===== src/rtl/fft_frame_ctrl.sv =====
// fft_frame_ctrl: ping-pong frame buffer feeding a streaming 8-point FFT in cnt-aligned bursts,
// with a latency line that tags FFT output bins as valid/first/last/index.
module fft_frame_ctrl #(
    parameter int DBW      = 8,
    parameter int CBW      = 3,
    parameter int PIPE_LAT = 12
) (
    input  logic             clk,
    input  logic             rst,
    input  logic             s_valid,
    input  logic [DBW-1:0]   s_data,
    output logic             s_ready,
    output logic             fft_clear,
    output logic [DBW-1:0]   fft_din,
    input  logic [2*DBW-1:0] fft_dout,
    output logic             m_valid,
    output logic [2*DBW-1:0] m_data,
    output logic             m_first,
    output logic             m_last,
    output logic [CBW-1:0]   m_index,
    output logic             busy
);
    localparam int N = 2 ** CBW;
    localparam logic [CBW-1:0] IDX_LAST = '1;

    typedef enum logic [1:0] {IDLE, CLR, RUN} state_t;
    state_t state_q, state_d;

    logic [DBW-1:0] mem_q [2][N];
    logic [1:0]     full_q, full_d;
    logic           wr_bank_q, rd_bank_q;
    logic [CBW-1:0] wr_idx_q, rd_idx_q;
    logic           fft_clear_q, fft_clear_d;
    logic [DBW-1:0] fft_din_q, fft_din_d;
    logic           tok_vld_q, tok_vld_d;
    logic [CBW-1:0] tok_idx_q, tok_idx_d;
    logic [PIPE_LAT-1:0] vld_q;
    logic [CBW-1:0] idx_q [PIPE_LAT];
    logic           wr_fire, wr_done, rd_last;

    assign s_ready = !full_q[wr_bank_q];
    assign wr_fire = s_valid && s_ready;
    assign wr_done = wr_fire && wr_idx_q == IDX_LAST;
    assign rd_last = state_q == RUN && rd_idx_q == IDX_LAST;

    // Writer and reader always own different banks, so both flag updates can land together.
    always_comb begin
        full_d = full_q;
        if (wr_done) full_d[wr_bank_q] = 1'b1;
        if (rd_last) full_d[rd_bank_q] = 1'b0;
    end

    always_comb begin
        state_d = state_q == IDLE ? (full_q[rd_bank_q] ? CLR : IDLE) :
                  state_q == CLR  ? RUN :
                  (rd_last && !full_d[!rd_bank_q]) ? IDLE : RUN;
    end

    // clear and din are both registered, so the FFT sees sample k exactly while its cnt==k.
    always_comb begin
        fft_clear_d = state_q == CLR;
        tok_vld_d   = state_q == RUN;
        tok_idx_d   = tok_vld_d ? rd_idx_q : '0;
        fft_din_d   = tok_vld_d ? mem_q[rd_bank_q][rd_idx_q] : '0;
    end

    always_ff @(posedge clk) begin
        if (wr_fire) mem_q[wr_bank_q][wr_idx_q] <= s_data;
    end

    always_ff @(posedge clk) begin
        if (rst) begin
            state_q     <= IDLE;
            full_q      <= '0;
            wr_bank_q   <= 1'b0;
            rd_bank_q   <= 1'b0;
            wr_idx_q    <= '0;
            rd_idx_q    <= '0;
            fft_clear_q <= 1'b0;
            fft_din_q   <= '0;
            tok_vld_q   <= 1'b0;
            tok_idx_q   <= '0;
            vld_q       <= '0;
            for (int i = 0; i < PIPE_LAT; i++) idx_q[i] <= '0;
        end else begin
            state_q     <= state_d;
            full_q      <= full_d;
            if (wr_fire) wr_idx_q <= wr_idx_q + CBW'(1);
            if (wr_done) wr_bank_q <= !wr_bank_q;
            rd_idx_q    <= state_q == RUN ? rd_idx_q + CBW'(1) : '0;
            if (rd_last) rd_bank_q <= !rd_bank_q;
            fft_clear_q <= fft_clear_d;
            fft_din_q   <= fft_din_d;
            tok_vld_q   <= tok_vld_d;
            tok_idx_q   <= tok_idx_d;
            vld_q       <= {vld_q[PIPE_LAT-2:0], tok_vld_q};
            idx_q[0]    <= tok_idx_q;
            for (int i = 1; i < PIPE_LAT; i++) idx_q[i] <= idx_q[i-1];
        end
    end

    assign fft_clear = fft_clear_q;
    assign fft_din   = fft_din_q;
    assign m_valid   = vld_q[PIPE_LAT-1];
    assign m_index   = idx_q[PIPE_LAT-1];
    assign m_first   = m_valid && m_index == '0;
    assign m_last    = m_valid && m_index == IDX_LAST;
    assign m_data    = fft_dout;
    assign busy      = |full_q || state_q != IDLE || tok_vld_q || |vld_q;
endmodule

===== config.mk =====
export PLATFORM = sky130hd
export DESIGN_NAME = fft_frame_ctrl
export DESIGN_NICKNAME = d
export VERILOG_FILES = /design/src/rtl/fft_frame_ctrl.sv
export SDC_FILE = /design/constraint.sdc
export NUM_CORES = 1
export LEC_CHECK = 0
export ABC_AREA = 1
export CAP_MARGIN = 20
export CORE_MARGIN = 5
export CORE_UTILIZATION = 45
export DETAILED_ROUTE_END_ITERATION = 8
export HOLD_SLACK_MARGIN = 0.03
export SLEW_MARGIN = 0
export SYNTH_ARGS = -nofsm -noshare
export SYNTH_HDL_FRONTEND = slang
export SYNTH_SLANG_ARGS = --single-unit

===== constraint.sdc =====
create_clock -name clk -period 2.15 [get_ports clk]
set_input_delay 0.43 -clock clk [delete_from_list [all_inputs] [get_ports clk]]
set_output_delay 0.43 -clock clk [all_outputs]
set_load 0.005 [all_outputs]

; After elaboration in Yosys (flattened, before gate mapping)
; Memory sizes are Yosys's and may differ from the RTL's. A register that Yosys moved wholly into a read port is not among the register bits.
; Cells that the tools add are included.
[totals]
n_memories = 2
latchBits = 0
mem_bits_rw = 164
wordCells = 108
romBits = 0
regBits = 37
[classes]
n_shift = 0
n_bitwise = 18
n_eq_ne = 5
n_mux = 40
n_addsub = 2
order_cmp = 8
multipliers = 0
reduce_logical = 22
div = 0
[memory_table]
columns = name, words, width, read_ports, rd_ports_with_merged_regs, write_ports, line
row1 = mem_q, 2, 64, 1, 1, 1, 29  ; logic [DBW-1:0] mem_q [2][N];
row2 = idx_q, 12, 3, 12, 0, 12, 38  ; logic [CBW-1:0] idx_q [PIPE_LAT];
[op_table]
columns = cell, count
row1 = $mux W64, 1
row2 = $mux W3, 12
row3 = $bmux W8 S3, 1
row4 = $demux W8 S3, 1
row5 = $mux W8, 3
row6 = $mux W1, 15
row7 = $or A1 B1 Y1, 12
row8 = $reduce_or A12 Y1, 1
row9 = $mux W2, 5
row10 = $eq A3 B3 Y1 const B, 3
row11 = $logic_and A1 B1 Y1, 9
row12 = $ge A4 B4 Y1 const B, 2
row13 = $not A3 Y4, 2
row14 = $add A3 B1 Y3 const B, 2
row15 = $lt A1 B2 Y1 const B, 3
row16 = $logic_not A1 Y1, 4
row17 = $lt A4 B1 Y1 const B, 1
row18 = $reduce_or A2 Y1, 2
row19 = $logic_not A3 Y1, 1
row20 = $logic_or A1 B1 Y1, 3
row21 = $and A2 B2 Y2, 1
row22 = $demux W1 S1, 2
row23 = $eq A2 B1 Y1 const B, 1
row24 = $eq A2 B2 Y1 const B, 1
row25 = 6 further kinds, 7

; Longest topological paths before layout
[depth]
depth_word = 15
depth_mapped = 9

; Worst setup path before layout
; OpenSTA, ideal clock, no wires.
[synth_path]
kind = register to register
from = register wr_bank_q
to = memory mem_q[0][16] in the netlist's numbering, enable pin
arrival_time_ns = 1.411
period_less_slack_ns = 1.794
setup_ns = 0.383
setup_slack_ns = 0.356
path_stages_with_launch = 8
n_path_buf = 0
cell_sequence = dfxtp_1 inv_2 nor2_1 or2_4 nand2_4 nor2_2 inv_2 nor3_1
[synth_between]
elab_chain_len = 6
[synth_rtl]
columns = element, line
row1 = "start, declared", 31  ; logic wr_bank_q, rd_bank_q;
row2 = "start signal, assigned", 89  ; if (wr_done) wr_bank_q <= !wr_bank_q;
row3 = $mux W1 (not written as such) (2 in a row), 41  ; assign s_ready = !full_q[wr_bank_q];
row4 = $logic_not A1 Y1, 41
row5 = net s_ready, 12  ; output logic s_ready,
row6 = $logic_and A1 B1 Y1, 42  ; assign wr_fire = s_valid && s_ready;
row7 = $mux W1, 68  ; if (wr_fire) mem_q[wr_bank_q][wr_idx_q] <= s_data;
row8 = $mux W64 (not written as such), 68
row9 = "end, declared", 29
; The timed path passes the listed nets, and every way through them passes these cells. The select of a mux whose other input is x is not followed.

; Worst setup path after layout
[layout_path]
from = register wr_bank_q
to = output port s_ready
[layout_between]
elab_chain_len = 3
[layout_rtl]
columns = element, line
row1 = $mux W1 (not written as such) (2 in a row), 41
row2 = $logic_not A1 Y1, 41
row3 = "end, declared", 12
; No other way between the ends. The select of a mux whose other input is x is not followed.

==> reports/metrics.cfg <==
[routing]
antenna_left=0
wl_per_cell_um=16.08
vias_per_cell=4.897
wirelength_um=16990
drtPass1Iterations=5
first_iter_violations=437
drc=0
vias=5171

[clocking]
tritoncts=yes
cts.clk_slew.worst_paths_ps=60
cts.htree.levels=1
clock_sinks=202
cts_hold_buffers=0
insertion_delay_ps=490
cts_buffers=21
cts_setup_buffers=0
clockBufferDepth=3
root_buffer=clkbuf_16

[power]
p_per_area_nw_per_um2=855.1
ir_worst_vdd_v=0.0005360
leakagePower_nw=3.656

[worst_setup_path]
critical_path.top_delay_family=buffers and inverters
critPathMaxFanout=4
path_buf_inv=1
crit_type=reg2out
startpoint_type=flop
cpMaxStageDelayCell=clkdlybuf4s50_1
arrival_ps=1600
cp-end-kind=output pin
cp_cell_sequence=nor2_1, or2_4, clkdlybuf4s50_1
worst_path_largest_cell_delay_ps=440
required_ps=1720

[cells_and_area]
multi_input_area_um2=1755
drive_above_1_share=0.09386
layout.nets=849
area_growth_syn_to_layout_pct=14.21
diodes=0
design_area_um2=9019
fill_cells=1497
regArea_um2=5330

[floorplanning]
die_w_um=142.5
initial_core_util=0.4581
rows=48
io_pins=60
fp.dieH_um=142.5
core_area_um2=17240
die-area_um2=20300

[sta]
setup_viol=0
max_clock_freq_mhz=492.5
fin_crit_sh=0.9444
rsz0062_at_grt=false
drv_slew=0
tns_ps=0
fin_crit_ps=2030
hold_viol=0
relSlewSlack=0.5588
tightest_slew_ps=661.8
finClkSkew_ps=8.376

[logic_synthesis]
synth_cell_type_count=25
synth_area_leaders=edfxtp_1, dfxtp_1, nand2_1
synth_seq_area_share=0.6744
synthFlopType=edfxtp_1
synth_edf_count=128
synth_area_per_cell_um2=10.01
yosysTopAreaCell=edfxtp_1
synth_area_um2=7896
yosys_register_bits=202
synth_top_area_frac=0.4868
yosysMostFrequentCell=nand2_1
syn_nets=820
synthTopCellsByCount=nand2_1, edfxtp_1, inv_1, nand3_1, dfxtp_1
synth_cells=789
synth_async_sr_flop_share=0
ys.warnings.count=0

[outcome]
status=complete, no violations

[global_routing]
grt_pass1_vias=5077
grt_start_max_net_pins=65
antenna_found_initial=0
grt_pass1_wl_um=26680
grt_usage=0.1690
overflow=0

[flow_run]
maxCapViolations=0

[place]
numPortBuffers=27
dpl-instance-area_um2=8366
place_hpwl_um=10980
gp_congestion=0.8701

[hold_path]
hold_path.class=in2reg

==> registers in the layout, summed over array words and instances, names as in the netlist, named ones only <==
register / cells
mem_q: 128
idx_q: 36
vld_q: 12
fft_din: 8
rd_idx_q: 3
tok_idx_q: 3
wr_idx_q: 3
full_q: 2
state_q: 2
fft_clear: 1
rd_bank_q: 1
tok_vld_q: 1
wr_bank_q: 1
==> power breakdown <==
group          switching [mW]  internal, mW  total, mW
logic                   0.160        0.0675      0.228
registers              0.0129          4.16       4.17
clock network            1.34          1.97       3.31
total                    1.52          6.19       7.71
==> final cells by class <==
| class | instances | share of cell area |
|---|---|---|
| Clock buffer | 33 | 0.06881 |
| Clock inverter | 3 | 0.001665 |
| Inverter | 131 | 0.05452 |
| Multi-Input combinational cell | 404 | 0.1946 |
| Sequential cell | 202 | 0.5910 |
| Tap cell | 225 | 0.03122 |
| Timing Repair Buffer | 58 | 0.05813 |
==> metrics by stage <==
step                      power (mW)    util  hold slack [ps]  worst slack, ps  std cells
after CTS                      7.806  0.5225            179.3            32.07       1056
after global placement         4.480  0.4853            389.2            152.5       1020
after detailed placement       4.484  0.4853            392.6            149.9       1020
final                          7.712  0.5232            187.9            119.5       1056
after floorplan                4.372       -            388.3            355.7        789
after global routing           8.016  0.5232            180.3            19.03       1056
==> layer usage <==
| metal | part of all wire | GRT usage | up-vias |
|---|---|---|---|
| li1 | - | - | 2532 |
| met1 | 0.45 | 0.2364 | 2452 |
| met2 | 0.46 | 0.2740 | 157 |
| met3 | 0.066 | 0.03024 | 30 |
| met4 | 0.024 | 0.04502 | 0 |
| met5 | 0 | 0 | - |
==> worst paths after layout <==
kind | startpoint | endpoint | slack, ps | depth (start not counted)
worst min-delay path | rst | tok_vld_q | 190 | 2
worst max-delay path | wr_bank_q | s_ready | 120 | 3
worst max register to register | flop | fft_din[6] | 440 | 7
worst min register to register | idx_q[0][12] | idx_q[0][15] | 400 | 2
==> cells by family (layout without fill, tap and decap cells) <==
logic type                 Yosys count  after routing  synth area share
DFF                                202            202            0.6744
adders and majority gates            4              4          0.006338
AOI/OAI and AO/OA                   19             19           0.01236
and+or+nand+nor                    381            381            0.2020
buffers and inverters              183            225            0.1049
==> layout by cell type, fill, tap and decap left out, drive strengths merged <==
cell type / count
inv: 130
ha: 4
nand4: 1
nand2: 205
nor4: 6
a31oi: 2
buf: 32
clkdlybuf4s50: 24
nor3: 15
clkbuf: 33
nand3: 85
clkinv: 4
or2: 1
edfxtp: 128
dfxtp: 74
a21oi: 14
dlymetal6s2s: 1
o21ai: 3
nor2: 68
dlygate4sd2: 1
==> what timing repair did <==
item	CTS	global route
gates resized for setup	2	5
cloned	0	0
endpoints found under the setup margin	1	2
(Power assumes the default switching activity.)
==> RTL change (config.mk and constraints unchanged) <==
Encoding of `state_t`: now one-hot (3 bits for 3 states).
--- a/src/rtl/fft_frame_ctrl.sv
+++ b/src/rtl/fft_frame_ctrl.sv
@@ -23,7 +23,7 @@
     localparam int N = 2 ** CBW;
     localparam logic [CBW-1:0] IDX_LAST = '1;
 
-    typedef enum logic [1:0] {IDLE, CLR, RUN} state_t;
+    typedef enum logic [2:0] {IDLE = 3'b001, CLR = 3'b010, RUN = 3'b100} state_t;
     state_t state_q, state_d;
 
     logic [DBW-1:0] mem_q [2][N];
Behaviour: no difference found for any inputs over 10 cycles, from zero or initial values and one cycle with rst high; not proved beyond that.
==> RTL change against the unedited design <==
  * Cell area decreased by 2.6%
  * Sequential cell count grew 1
  * Wire length increased by 0.24%
  * Sequential share of layout area grew 1.8 points
  * First-iteration DRC count is 23% lower
  * Setup slack improved by 0.017 ns
  * Critical endpoint is now m_first
  * Synthesized area decreased by 2.8%
  * Power decreased by 0.32%
  * Largest power group unchanged
==> RTL change: results (changes against the unedited design) <==
status=finished clean; GP Congestion=0.844 (-3.0%); Distinct cells, synth=32 (+28%); Worst R2R End=fft_din[7]; 1st-pass router iterations=7 (+2); Compound-Gate Fraction of Synth Area=7.07% (+5.8 points); total track usage=17.3% (+0.40 points); WL final=17.0 mm (+0.24%); Post-Place Setup Slack=-0.00655 ns (-0.156 ns); DP Cell Count=923 (-9.5%); Layout Nets=757 (-11%); placed cell area=0.00814 mm^2 (-2.7%); pin count of the biggest net entering global routing=58 (-11%); ratio of cells with drive above 1 in the final layout=11.5% (+2.1 points); metal1 wirelength=7.49 mm (-1.7%); delay of the slowest cell on the worst path=0.53 ns (+0.09 ns); sequential fraction of the synthesis area=69.6% (+2.2 points); Crit. Startpoint=idx_q[0][33]; Syn Nets=725 (-12%); highest ir drop seen on vdd=0.598 mV (+12%); synth top area cells=edfxtp_1 50%, dfxtp_1 20%, nor2_1 6.7%; sequential standard cell area=0.00535 mm^2 (+0.33%); mux cell area share after synthesis=0.130% (+0.13 points); metal2 WL=7.90 mm (+0.89%); Post-synth EDFFs=128 (unchanged); Hold WS=0.380 ns (+0.192 ns); Switching Share=20.3% (+0.64 points); Synth Area in Adders=0.652% (+0.018 points); initial DRC count=337 (-23%); Reg2Reg Depth=6 (-1); skew final=0.0193 ns (+0.0109 ns); worst hold stages=4 (+2); Worst-path clk slew=0.05 ns; vias=4910 (-5.0%); crit path DAT=1.58 ns (-0.02 ns); Congestion Overflow GR=0 (unchanged); Post-Syn Instances=694 (-12%); Slew headroom=56.2% (+0.35 points); fin crit period=2.01 ns (-0.0168 ns); fill cell count=1398 (-6.6%); Post-DP HPWL=10.7 mm (-2.9%); non-filler cells, final=960 (-9.1%); r2r setup slk=0.41 ns (-0.03 ns); biggest regs=mem_q: 128 flops, idx_q: 36 flops, vld_q: 12 flops; first-pass GRT wire length=26.9 mm (+0.80%); Worst Path Max Fanout=3 (-1); Hold WC Path Type=in2reg; DR WL met3=1.16 mm (+2.9%); Leak=0.00319 uW (-13%); CP endpoint=m_first
## RTL change: repair_timing
action | CTS | global route
pin swaps | 0 | 0
cloned | 0 | 0
setup endpoints to repair | 2 | 2
gates resized for setup | 5 | 2
## RTL change: cells by family (layout without fill, tap and decap cells)
kind of cell               Yosys count  in the layout
and+or+nand+nor                    248            248
buffers and inverters              141            187
AOI/OAI and AO/OA                   97             97
muxes                                1              1
DFF                                203            203
adders and majority gates            4              4
## RTL change: critical path, delay by kind of cell (launching register included)
| kind | cells | cell delay [ns] |
|---|---|---|
| simple gates | 1 | 0.25 |
| buf+inv | 1 | 0.53 |
| flops | 1 | 0.33 |
## RTL change: how the worst min path moves through the flow
stage                 start            to
6_report                rst   wr_idx_q[2]
3_5_place_dp    idx_q[0][9]  idx_q[0][12]
5_1_grt                 rst   wr_idx_q[1]
3_3_place_gp   idx_q[0][13]  idx_q[0][16]
4_1_cts                 rst    state_q[1]
2_1_floorplan  tok_idx_q[0]   idx_q[0][0]
## RTL change: metrics by stage
stage	TNS, ns	power, uW
6_report	0	7690
5_1_grt	0	7960
4_1_cts	0	7780
3_5_place_dp	-0.0891	4530
3_3_place_gp	0	4520
2_1_floorplan	0	4410
## RTL change: layout make-up
type	instances	area share, %
repair buffers	60	5.85
clock buffers	29	6.55
inverters	90	3.89
well taps	220	3.13
multi-input cells	350	19.2
flip-flops and latches	203	60.9
clock inverters	8	0.442
## RTL change: power by group through the flow
stage | Clock, uW | Sequential [uW] | Combinational, uW
after floorplan | 0 | 4280 | 127
after global placement | 0 | 4280 | 240
after detailed placement | 0 | 4290 | 243
after CTS | 3330 | 4200 | 242
after global routing | 3490 | 4210 | 263
final | 3240 | 4200 | 241
## RTL change: metal layers
metal  vias to the layer above  GRT usage, %
li1                       2353             -
met1                      2329          23.7
met2                       185          27.6
met3                        43          3.73
met4                         0          5.76
met5                         -             0
